### src/rtl/cube_pkg.sv
// cube_pkg: shared loader types and geometry for the LED cube datapath
package cube_pkg;
  typedef enum logic [1:0] {IDLE, HDR, DATA, CSUM} ld_state_t;
  localparam logic [7:0] SYNC_BYTE_DEF = 8'hA5;
  localparam int CHUNKS_PER_ROW = 16;
  localparam int BYTES_PER_CHUNK = 4;
  localparam int CHUNK_AW = 4;
  localparam int ROW_AW = 4;
  localparam int PANEL_AW = 2;
  localparam int BYTE_CNT_W = $clog2(CHUNKS_PER_ROW * BYTES_PER_CHUNK);
endpackage

### src/rtl/idle_timer.sv
// idle_timer: counts idle cycles and flags expiry on the TIMEOUT_CYCLES-th one
module idle_timer #(
  parameter int TIMEOUT_CYCLES = 1024
) (
  input  logic clk,
  input  logic reset_n,
  input  logic clear,
  input  logic enable,
  output logic expired
);
  localparam int W = $clog2(TIMEOUT_CYCLES);
  logic [W-1:0] cnt;
  // a clear in the expiry cycle suppresses the flag so an arriving byte wins
  assign expired = enable & ~clear & (cnt == W'(TIMEOUT_CYCLES - 1));
  // idle-cycle counter, restarted by every clear
  always_ff @(posedge clk or negedge reset_n)
    if (!reset_n) cnt <= '0;
    else if (clear) cnt <= '0;
    else if (enable) cnt <= cnt + 1'b1;
endmodule

### src/rtl/chunk_loader.sv
// chunk_loader: frames host bytes into row packets and writes 32-bit chunks; CHECKSUM_EN adds a trailing XOR byte and csum_err
module chunk_loader
  import cube_pkg::*;
#(
  parameter logic [7:0] SYNC_BYTE = SYNC_BYTE_DEF,
  parameter int TIMEOUT_CYCLES = 1024
) (
  input  logic                clk,
  input  logic                reset_n,
  input  logic [7:0]          rx_data,
  input  logic                rx_valid,
  output logic                rx_ready,
  output logic [31:0]         chunk_data,
  output logic [CHUNK_AW-1:0] chunk_addr,
  output logic                chunk_write_enable,
  output logic [ROW_AW-1:0]   row_addr,
  output logic [PANEL_AW-1:0] panel_addr,
  output logic                packet_done,
  output logic                timeout_err
`ifdef CHECKSUM_EN
  ,
  output logic                csum_err
`endif
);
  localparam logic [BYTE_CNT_W-1:0] LAST_BYTE = BYTE_CNT_W'(CHUNKS_PER_ROW * BYTES_PER_CHUNK - 1);
  localparam logic [1:0] CHUNK_END = 2'(BYTES_PER_CHUNK - 1);
`ifdef CHECKSUM_EN
  localparam ld_state_t AFTER_DATA = CSUM;
  logic [7:0] csum;
`else
  localparam ld_state_t AFTER_DATA = IDLE;
`endif
  ld_state_t state, nxt;
  logic [BYTE_CNT_W-1:0] byte_cnt;
  logic [23:0] asm_q;
  logic accept, abort, last;
  assign accept = rx_valid & rx_ready;
  assign last = byte_cnt == LAST_BYTE;
  idle_timer #(.TIMEOUT_CYCLES(TIMEOUT_CYCLES)) u_timer (
    .clk    (clk),
    .reset_n(reset_n),
    .clear  (accept | (state == IDLE)),
    .enable (state != IDLE),
    .expired(abort)
  );
  // state register
  always_ff @(posedge clk or negedge reset_n)
    if (!reset_n) state <= IDLE;
    else state <= nxt;
  // next-state: a sync byte opens a packet; later bytes are payload regardless of value
  always_comb begin
    nxt = state;
    case (state)
      IDLE: nxt = (accept && rx_data == SYNC_BYTE) ? HDR : IDLE;
      HDR:  nxt = accept ? DATA : abort ? IDLE : HDR;
      DATA: nxt = accept ? (last ? AFTER_DATA : DATA) : abort ? IDLE : DATA;
      default: nxt = (accept || abort) ? IDLE : state;
    endcase
  end
  // datapath: header latch, chunk assembly, strobes and pulses
  always_ff @(posedge clk or negedge reset_n)
    if (!reset_n) begin
      rx_ready <= 1'b0;
      chunk_data <= '0;
      chunk_addr <= '0;
      chunk_write_enable <= 1'b0;
      row_addr <= '0;
      panel_addr <= '0;
      packet_done <= 1'b0;
      timeout_err <= 1'b0;
      byte_cnt <= '0;
      asm_q <= '0;
`ifdef CHECKSUM_EN
      csum <= '0;
      csum_err <= 1'b0;
`endif
    end else begin
      rx_ready <= 1'b1;
      chunk_write_enable <= 1'b0;
      packet_done <= 1'b0;
      timeout_err <= abort;
`ifdef CHECKSUM_EN
      csum_err <= 1'b0;
`endif
      if (accept && state == HDR) begin
        panel_addr <= rx_data[5:4];
        row_addr <= rx_data[3:0];
        byte_cnt <= '0;
`ifdef CHECKSUM_EN
        csum <= rx_data;
`endif
      end
      if (accept && state == DATA) begin
        asm_q <= {asm_q[15:0], rx_data};
        byte_cnt <= byte_cnt + 1'b1;
`ifdef CHECKSUM_EN
        csum <= csum ^ rx_data;
`else
        packet_done <= last;
`endif
        if (byte_cnt[1:0] == CHUNK_END) begin
          chunk_data <= {asm_q, rx_data};
          chunk_addr <= byte_cnt[BYTE_CNT_W-1:2];
          chunk_write_enable <= 1'b1;
        end
      end
`ifdef CHECKSUM_EN
      if (accept && state == CSUM) begin
        packet_done <= 1'b1;
        csum_err <= csum != rx_data;
      end
`endif
    end
endmodule

### config.mk
export PLATFORM = sky130hd
export DESIGN_NAME = chunk_loader
export DESIGN_NICKNAME = d
export VERILOG_FILES = /design/src/rtl/cube_pkg.sv /design/src/rtl/idle_timer.sv /design/src/rtl/chunk_loader.sv
export SDC_FILE = /design/constraint.sdc
export NUM_CORES = 1
export LEC_CHECK = 0
export CAP_MARGIN = 30
export CORE_MARGIN = 4
export CORE_UTILIZATION = 40
export DETAILED_ROUTE_END_ITERATION = 6
export PLACE_DENSITY = 0.62
export SYNTH_ARGS = -nofsm -noshare
export SYNTH_HDL_FRONTEND = slang
export SYNTH_SLANG_ARGS = --single-unit
### constraint.sdc
create_clock -name clk -period 5.15 [get_ports clk]
set_input_delay 1.545 -clock clk [delete_from_list [all_inputs] [get_ports clk]]
set_output_delay 1.545 -clock clk [all_outputs]
set_load 0.01 [all_outputs]
Word level (Yosys, flattened, before mapping)

Index checks and enable logic that the tools add are counted.

Register bits after elaboration: 88
Latch bits: 0
Memories: 0
Bits in writable memories: 0
Logic and storage cells: 50
Memory bits (read-only): 0
Input port bits: 11

Div/mod/pow operators: 0
Reductions and logical operators: 10
Bitwise operators: 5
Shift operators: 0
Magnitude comparators: 0
Multiplexer cells: 15
$mul: 0
Eq/ne operators: 6
Add/subtract/negate cells: 2

Operators by type and width:

| kind                                                                  | count |
|---|---|
| 10-bit 2-to-1 mux                                                     | 2 |
| 6-bit 2-to-1 mux                                                      | 2 |
| 10-bit by 1-bit adder with 10-bit output, second input constant       | 1 |
| 10-bit equality test, second input constant                           | 1 |
| 2-bit 2-to-1 mux                                                      | 5 |
| 8-bit equality test, second input constant                            | 1 |
| 6-bit by 1-bit adder with 6-bit output, second input constant         | 1 |
| 6-bit equality test, second input constant                            | 1 |
| 2-bit one-hot mux with 3 select lines                                 | 1 |
| 2-bit nonzero test                                                    | 3 |
| 1-bit 2-to-1 mux                                                      | 5 |
| 2-bit equality test, second input constant                            | 2 |
| 4-bit nonzero test                                                    | 1 |
| 1-bit bitwise AND                                                     | 3 |
| 1-bit logical AND                                                     | 3 |
| 2-bit by 1-bit equality test with 1-bit output, second input constant | 1 |
| 2-bit zero test                                                       | 1 |
| 2-bit AND reduction                                                   | 1 |
| 1-bit logical OR                                                      | 1 |
| 1-bit NOT                                                             | 1 |
| 1-bit OR                                                              | 1 |

Logic depth before layout (Yosys ltp)

Gate-level depths: netlist of the first run.

Word-level depth: 8
Depth in mapped cells: 8
Mapped depth without buffers: 6

Cells and area by module

From an unflattened synthesis of the first run, not the netlist that was laid out.

Cells, all modules: 300
Area total of the unflattened synthesis: 3717.3 sq um

Modules (own cells, without submodules):

| module       | cells an instance | times used | area an instance (sq um) |
|---|---|---|---|
| chunk_loader | 251               | 1          | 3208.1 |
| idle_timer   | 49                | 1          | 509.2 |

Least setup slack after synthesis of the first run

Ideal clock, no wire load.

Kind: input port to flip-flop
Start: input port rx_valid
End: register chunk_addr[0]
Data required time: 5.025 ns
Arrival time: 2.539 ns
Library setup time: 0.125 ns
Slack: 2.486 ns
Cell stages on the path: 6
Cell sequence: buf_4 and3_1 buf_4 nand2_4 buf_6 mux2_4

Cells in the longest elaborated chain, start to end: 3

RTL lines:

| element                              | RTL line            | text |
|---|---|---|
| start, declared                      | chunk_loader.sv:11  | `input logic rx_valid,` |
| 1-bit bitwise AND                    | chunk_loader.sv:37  | `assign accept = rx_valid & rx_ready;` |
| 1-bit logical AND                    | chunk_loader.sv:93  | `if (accept && state == DATA) begin` |
| 2-bit AND reduction (no source line) | --                  |  |
| end signal, assigned                 | chunk_loader.sv:103 | `chunk_addr <= byte_cnt[BYTE_CNT_W-1:2];` |
| end, declared                        | chunk_loader.sv:14  | `output logic [CHUNK_AW-1:0] chunk_addr,` |

Every way passes these cells.
A chain may end at the register's enable or synchronous reset.

Final worst setup path of the first run

Start: input port rx_valid
End: register chunk_addr[2]

The elaborated chain is that of the path after synthesis.

==> flow_metrics.tcl, run 1 <==
set metrics [dict create \
    rsz0062_at_grt "no" \
    initial_core_util_pct 41.7 \
    die_h_um 104 \
    core_area_mm2 0.00889 \
    fin_ws_ps 1840 \
    drv_cap 0 \
    synthMuxAreaShare_pct 16.4 \
    r2r_slack_ps 2910 \
    drive_gt1_share_pct 18.1 \
    cts.hold.buffers_added 0 \
    synth_top_family_by_area "multiplexers" \
    crit_required_ps 5380 \
    cts_root_buffer "clkbuf_8" \
    numCtsBuffers 9 \
    syn_area_per_cell_um2 12.4 \
    antenna_found_initial 0 \
    grt_usage_pct 13.3 \
    wl_per_cell_um 14.6 \
    vdd_drop_max_mv 0.177 \
    grt_overflow_total 0 \
    timing_hold_violations_final 0 \
    fin_util_pct 51.5 \
    synthToLayoutAreaGrowth_pct 23.5 \
    dieArea_mm2 0.0109 \
    dp.cells 452 \
    routed-wl-met3_um 307 \
    synthFlopType "dfrtp_1" \
    path_max_fanout 40 \
    p_per_area_mw_per_mm2 301 \
    max_freq_ghz 0.302 \
    synth_xor_area_share_pct 1.89 \
    layout.cells.most_common_list "88 x dfrtp_1, 79 x nand2_1, 55 x clkdlybuf4s50_1" \
    drt_iter0_markers 98 \
    synth_compound_area_share_pct 3.41 \
    grt_max_degree 73 \
    cts_tree "yes" \
    hpwlAfterDp_um 4640 \
    netlist_instances 298 \
    final_cells 468 \
    yosys.area_share.simple_pct 13.8 \
    antenna_cells 0 \
    report.final.slew_viol_count 0 \
    clockBufferDepth 2 \
    ant_nets 0 \
    hp-start "u_timer.cnt[0]" \
    fin_worst_skew_ps 9.59 \
    setup_viol 0 \
    vias 2257 \
    clkLatencyLatePin_ps 350 \
    tns_ps 0 \
    wl_met1_um 3250 \
    cts.sinks 88 \
    synth.yosys.seq_area_share_pct 59.4 \
    cts_resized 0 \
    htreeDepth 3 \
    yosys.cell_types.count 35 \
    ys_seq_elements 88 \
    synth_edf_count 0 \
    power_mw 1.38 \
    startpoint "rx_valid" \
    post_cts_buffers 0 \
    arrival_ps 3550 \
    fin_area_mm2 0.00458 \
    min_path_type "reg -> reg" \
    dr.max_layer_used "met4" \
    netlist_area_mm2 0.00371 \
    leakage_nw 2.31 \
    layout_commonest_cell "dfrtp_1" \
    fin_crit_sh_pct 64.3 \
    routed_wl_um 6820 \
    slew_headroom_pct 51.6 \
    cp-start-kind "input pin" \
    r2r_start "state[0]" \
    clk_pin_slew_worst_paths_ps 80 \
    async_reset_ff_share_pct 100 \
    worst_pin_slew_ps 725 \
    synth_nets 315 \
    firstDrtPassIters 4 \
    num-nets-final 372 \
    path_class "in -> reg" \
    whs_ps 477 \
    grt_pass1_vias 2258 \
    gp_congestion 0.764 \
    die_w_um 104 \
    wl_met2_um 3190 \
    fp-row-count 34 \
    dp_slack_ps 1460 \
    fillers 765 \
    yosys.area_share.adder_pct 2.02 \
    io_pins 57 \
    endpoint_kind "register" \
    yosysWarnings 0 \
    numPortBuffers 56 \
    drc 0 \
    dpl_cell_area_mm2 0.00435 \
    min_period_ps 3310 \
    via_per_inst 4.82 \
    status "complete, no violations" \
    grt_pass1_wl_um 11700 \
]
==> final cells by class <==
type                    count  area (µm²)  area share [%]
flip-flops and latches     88        2200            48.0
multi-input cells         192        1400            30.5
repair buffers             59         601            13.1
well taps                 108         135            2.95
clock buffers               9         124            2.70
clock inverters             7         106            2.32
inverters                   5        18.8           0.410
==> synthesized netlist by cell type (2+ instances only) <==
| library cell | n | area (µm²) |
|---|---|---|
| nor3_1 | 2 | 10.0 |
| inv_1 | 5 | 18.8 |
| o21ai_0 | 8 | 40.0 |
| xnor2_1 | 3 | 26.3 |
| and4_1 | 2 | 17.5 |
| clkbuf_1 | 4 | 15.0 |
| o31ai_1 | 2 | 15.0 |
| ha_1 | 6 | 75.1 |
| and3_1 | 2 | 12.5 |
| dfrtp_1 | 88 | 2200 |
| and2_1 | 2 | 12.5 |
| mux2_2 | 6 | 67.6 |
| nand4_1 | 4 | 25.0 |
| a22o_1 | 3 | 26.3 |
| mux2_4 | 36 | 541 |
| buf_2 | 2 | 10.0 |
| nor2_1 | 11 | 41.3 |
| buf_6 | 4 | 45.0 |
| buf_4 | 3 | 22.5 |
| xor2_1 | 5 | 43.8 |
| nand2_1 | 79 | 297 |
| nand3_1 | 8 | 40.0 |
==> flip-flops by register name, indices dropped and copies added (netlist names) <==
register            flops
packet_done             1
timeout_err             1
row_addr                4
chunk_addr              4
panel_addr              2
chunk_write_enable      1
chunk_data             32
state                   2
asm_q                  24
rx_ready                1
u_timer.cnt            10
byte_cnt                6
==> worst max-delay path: stages <==
cell and delay [ps]:
clkdlybuf4s50_1 620, and3_1 200, buf_4 280, nand2_4 450, mux2_4 450
==> power by group <==
| group | internal, mW | total (mW) | leakage, nW | switching (mW) |
|---|---|---|---|---|
| clock network | 0.284 | 0.540 | 0.117 | 0.256 |
| logic | 0.0357 | 0.0874 | 0.974 | 0.0517 |
| registers | 0.722 | 0.751 | 1.22 | 0.0289 |
==> worst paths after layout <==
path / end / cells after the start
worst max-delay path: chunk_addr[2] / 5
worst min-delay path: u_timer.cnt[0] / 1
worst max register to register: chunk_addr[2] / 6
worst min register to register: u_timer.cnt[0] / 1
max in group asynchronous: state[1] / 2
min in group asynchronous: chunk_data[31] / 1
==> metal layers <==
metal | vias to the layer above | GRT usage (%)
met5 | - | 0
met4 | 0 | 3.42
met3 | 5 | 3.85
met2 | 57 | 21.2
met1 | 1082 | 18.0
li1 | 1113 | -
==> cell families (layout without fill, tap and decap cells) <==
group                    after synthesis  count (layout)
AO/OA/AOI/OAI                         19              19
XOR/XNOR                               8               8
adder cells (fa/ha/maj)                6               6
buffers and inverters                 18              80
flip-flops                            88              88
multiplexers                          42              42
other                                  1               1
AND/OR/NAND/NOR                      116             116
No activity file was read; power rests on OpenSTA's default activity.
==> run 2: changes to the inputs <==
==> constraint.sdc (replaced) <==
create_clock -name clk -period 3.35 [get_ports clk]
set_input_delay 1.005 -clock clk [delete_from_list [all_inputs] [get_ports clk]]
set_output_delay 1.005 -clock clk [all_outputs]
set_load 0.01 [all_outputs]
==> run 2 against run 1 <==
Effect of this change: clock-buffer cell count up 1; sequential share of layout area up 0.38 points; final area down 0.79%; global-route usage down 0.052 points; power up 42%; die area unchanged; largest cell class unchanged; highest routed layer unchanged.
==> flow_metrics.tcl, run 2 (synthesized netlist as in run 1, its figures left out) <==
set metrics [dict create \
    status "complete, no violations" \
    largest_register "chunk_data" \
    clkLatencyLatePin_ps 350 \
    cts_resized 0 \
    fin_util_pct 51.1 \
    fin_crit_sh_pct 72.9 \
    gp_congestion 0.702 \
    cts_root_buffer "clkbuf_8" \
    min_period_ps 2440 \
    min_path_type "reg -> reg" \
    timing_hold_violations_final 0 \
    final_cells 469 \
    rsz0062_at_grt "no" \
    drive_gt1_share_pct 18.3 \
    vias 2291 \
    die_h_um 104 \
    layout.cells.most_common_list "88 x dfrtp_1, 79 x nand2_1, 55 x clkdlybuf4s50_1" \
    htreeDepth 3 \
    vdd_drop_max_mv 0.197 \
    report.final.slew_viol_count 0 \
    wl_per_cell_um 15.0 \
    ant_nets 0 \
    cts.hold.buffers_added 0 \
    fin_worst_skew_ps 6.83 \
    top_regs "chunk_data x32, asm_q x24, u_timer.cnt x10" \
    setup_viol 0 \
    p_per_area_mw_per_mm2 432 \
    path_class "reg -> out" \
    r2r_slack_ps 1390 \
    clk_pin_slew_worst_paths_ps 90 \
    cts_tree "yes" \
    clockBufferDepth 2 \
    io_pins 57 \
    grt_max_degree 89 \
    core_area_mm2 0.00889 \
    grt_pass1_vias 2296 \
    antenna_found_initial 0 \
    arrival_ps 1440 \
    path_max_fanout 9 \
    layout_commonest_cell "dfrtp_1" \
    via_per_inst 4.88 \
    max_freq_ghz 0.409 \
    numCtsBuffers 9 \
    die_w_um 104 \
    synthToLayoutAreaGrowth_pct 22.6 \
    dieArea_mm2 0.0109 \
    post_cts_buffers 0 \
    drv_cap 0 \
    hpwlAfterDp_um 4730 \
    grt_overflow_total 0 \
    cts.sinks 88 \
    cpMaxStageDelayCell "clkdlybuf4s50_1" \
    crit_required_ps 2340 \
    critPathMaxStageDelay_ps 590 \
    initial_core_util_pct 41.7 \
    largest_reg_flops 32 \
    crit_buf_inv 1 \
    dp.cells 453 \
    num-nets-final 373 \
    grt_usage_pct 13.3 \
    routed_wl_um 7030 \
    endpoint_kind "primary output" \
    numPortBuffers 56 \
    firstDrtPassIters 4 \
    grt_pass1_wl_um 11800 \
    tns_ps 0 \
    drc 0 \
    fp-row-count 34 \
    antenna_cells 0 \
    cpLargestDelayFamily "buffers and inverters" \
    cp-start-kind "register" \
    leakage_nw 2.30 \
    drt_iter0_markers 80 \
    crit_chain "clkdlybuf4s50_1" \
]
## run 2: changes by cell type in the layout (fill, tap and decap cells not counted)
cell and change:
buf_12 +2, clkinv_2 +2, clkbuf_8 +1, clkinvlp_4 +1, buf_16 -1, inv_6 -3
bufinv_16 -2, inv_8 -1, clkinv_4 +2
## run 2: final timing paths
path / endpoint / cells after the start / start
max: rx_ready / 1 / rx_ready
min in group asynchronous: chunk_data[23] / 2 / reset_n
max in group asynchronous: asm_q[18] / 2 / reset_n
min: u_timer.cnt[0] / 1 / u_timer.cnt[0]
max reg2reg: chunk_data[6] / 6 / state[0]
min reg2reg: u_timer.cnt[0] / 1 / u_timer.cnt[0]
## run 2: cell type report
type	instances	area, µm²
fill	780	4340
sequential	88	2200
multi-input combinational	192	1400
timing repair buffer	60	613
clock buffer	10	138
tap	108	135
clock inverter	6	43.8
inverter	5	18.8
## run 2: report_power, final
group	switching, mW	internal [mW]
sequential	0.0422	1.11
combinational	0.0804	0.0541
clock	0.383	0.293
total	0.505	1.46
## run 2: layer usage
layer  track usage, %  part of all wire [%]  vias to the layer above
li1                 -                     -                     1113
met1             18.7                    49                     1126
met2             20.2                    46                       44
met3             2.61                   3.8                        8
met4             5.13                   1.1                        0
met5                0                     0                        -
## run 2: through the flow
step | hold WS, ps | cell area [µm²] | worst slack, ps | power (mW)
after floorplan | 433 | 3710 | 1230 | 1.24
after global placement | 455 | 4370 | 581 | 1.31
after detailed placement | 457 | 4370 | 529 | 1.31
after CTS | 470 | 4550 | 884 | 1.99
after global routing | 493 | 4550 | 801 | 2.07
final | 470 | 4550 | 908 | 1.96
==> run 3: changes to the inputs <==
==> constraint.sdc (replaced) <==
create_clock -name clk -period 2.55 [get_ports clk]
set_input_delay 0.765 -clock clk [delete_from_list [all_inputs] [get_ports clk]]
set_output_delay 0.765 -clock clk [all_outputs]
set_load 0.01 [all_outputs]
==> run 3 against run 2 <==
Effect of this change: sequential share of layout area decreased by 0.42 points; sequential power increased by 32%; final cell count increased by 0.85%; non-clock buffer count increased by 4; worst hold slack got worse by 110 ps; sequential cell count unchanged; final area increased by 0.88%; via count increased by 0.83%; worst setup slack got worse by 590 ps; clock-buffer cell count unchanged; register-to-register slack got worse by 650 ps; die area unchanged; critical path type unchanged; highest routed layer unchanged.
==> flow_metrics.tcl, run 3 (synthesized netlist as in run 1, its figures left out) <==
set metrics [dict create \
    drc 0 \
    leakage_nw 2.32 \
    arrival_ps 1460 \
    largest_reg_flops 32 \
    comb_power_share_pct 7.0 \
    p_per_area_mw_per_mm2 560 \
    path_max_fanout 9 \
    cts_resized 0 \
    drive_gt1_share_pct 18.9 \
    numPortBuffers 56 \
    r2r_start "state[0]" \
    fin_worst_skew_ps 8.46 \
    hpwlAfterDp_um 4870 \
    r2r_slack_ps 740 \
    reg2regPathDepth 6 \
    cpMaxStageDelayCell "clkdlybuf4s50_1" \
    path_depth 1 \
    whs_ps 356 \
    internal-power_mw 1.90 \
    swShare_pct 26.1 \
    power_mw 2.57 \
    status "complete, no violations" \
    max_freq_ghz 0.449 \
    cts.sinks 88 \
    pwr-share-clk_pct 34.0 \
    clk_pin_slew_worst_paths_ps 90 \
    clockBufferDepth 2 \
    firstDrtPassIters 5 \
    io_pins 57 \
    cts_tree "yes" \
    cts.hold.buffers_added 0 \
    htreeDepth 3 \
    min_path_type "in -> async" \
    die_w_um 104 \
    die_h_um 104 \
    post_cts_buffers 0 \
    dieArea_mm2 0.0109 \
    grt_pass1_vias 2435 \
    synthToLayoutAreaGrowth_pct 23.6 \
    endpoint "rx_ready" \
    fillers 779 \
    top_regs "chunk_data x32, asm_q x24, u_timer.cnt x10" \
    rsz0062_at_grt "no" \
    antenna_found_initial 0 \
    cpLargestDelayFamily "buffers and inverters" \
    core_area_mm2 0.00889 \
    gp_congestion 0.741 \
    clkLatencyLatePin_ps 350 \
    endpoint_kind "primary output" \
    cp-start-kind "register" \
    drv_cap 0 \
    timing_hold_violations_final 0 \
    numCtsBuffers 9 \
    initial_core_util_pct 41.7 \
    wl_per_cell_um 14.9 \
    startpoint "rx_ready" \
    tns_ps 0 \
    cts_root_buffer "clkbuf_8" \
    fin_ws_ps 321 \
    ant_nets 0 \
    grt_pass1_wl_um 12300 \
    power_frac_seq_pct 59.0 \
    fp-row-count 34 \
    fin_crit_sh_pct 87.4 \
    num-nets-final 377 \
    setup_viol 0 \
    vdd_drop_max_mv 0.246 \
    grt_max_degree 55 \
    crit_chain "clkdlybuf4s50_1" \
    via_per_inst 4.88 \
    layout_commonest_cell "dfrtp_1" \
    report.final.slew_viol_count 0 \
    dp_slack_ps 291 \
    vias 2310 \
    largest_register "chunk_data" \
    worstReg2RegEnd "chunk_addr[2]" \
    min_period_ps 2230 \
    grt_usage_pct 13.9 \
    drt_iter0_markers 57 \
    grt_overflow_total 0 \
    routed_wl_um 7070 \
    power.switching_mw 0.670 \
    crit_buf_inv 1 \
    critPathMaxStageDelay_ps 600 \
    fin_util_pct 51.6 \
    antenna_cells 0 \
    path_class "reg -> out" \
    crit_required_ps 1790 \
    layout.cells.most_common_list "88 x dfrtp_1, 79 x nand2_1, 55 x clkdlybuf4s50_1" \
]
-- run 3: power groups by stage --
stage	Clock [mW]	Combinational, mW	Sequential, mW
floorplan	0	0.0990	1.53
global placement	0	0.180	1.54
detailed placement	0	0.183	1.54
CTS	0.907	0.184	1.52
global route	0.965	0.209	1.53
finish	0.874	0.179	1.52
-- run 3: stage by stage --
| step | instances | instance area [µm²] |
|---|---|---|
| final | 473 | 4590 |
| after CTS | 473 | 4590 |
| after global routing | 473 | 4590 |
| after global placement | 457 | 4410 |
| after detailed placement | 457 | 4410 |
| after floorplan | 298 | 3710 |
-- run 3: metal layers --
metal,global-route usage [%],wire length [µm],vias up
met5,0,0,-
met3,4.41,289,13
met2,22.0,3340,51
met1,18.4,3340,1122
li1,-,-,1124
met4,3.89,107,0
-- run 3: how the worst min path moves through the flow --
stage | cells after the start | endpoint | start | slack, ps
after detailed placement | 1 | u_timer.cnt[0] | u_timer.cnt[0] | 450
after global routing | 1 | chunk_data[31] | reset_n | 380
after global placement | 1 | u_timer.cnt[0] | u_timer.cnt[0] | 440
after CTS | 1 | chunk_data[23] | reset_n | 360
after floorplan | 1 | u_timer.cnt[0] | u_timer.cnt[0] | 430
final | 1 | chunk_data[23] | reset_n | 360
-- run 3: cell type report --
class	count	area [µm²]	area share [%]
Timing Repair Buffer	64	656	14.3
Inverter	5	18.8	0.409
Clock buffer	10	128	2.78
Sequential cell	88	2200	48.0
Clock inverter	6	51.3	1.12
Multi-Input combinational cell	192	1400	30.4
Tap cell	108	135	2.95
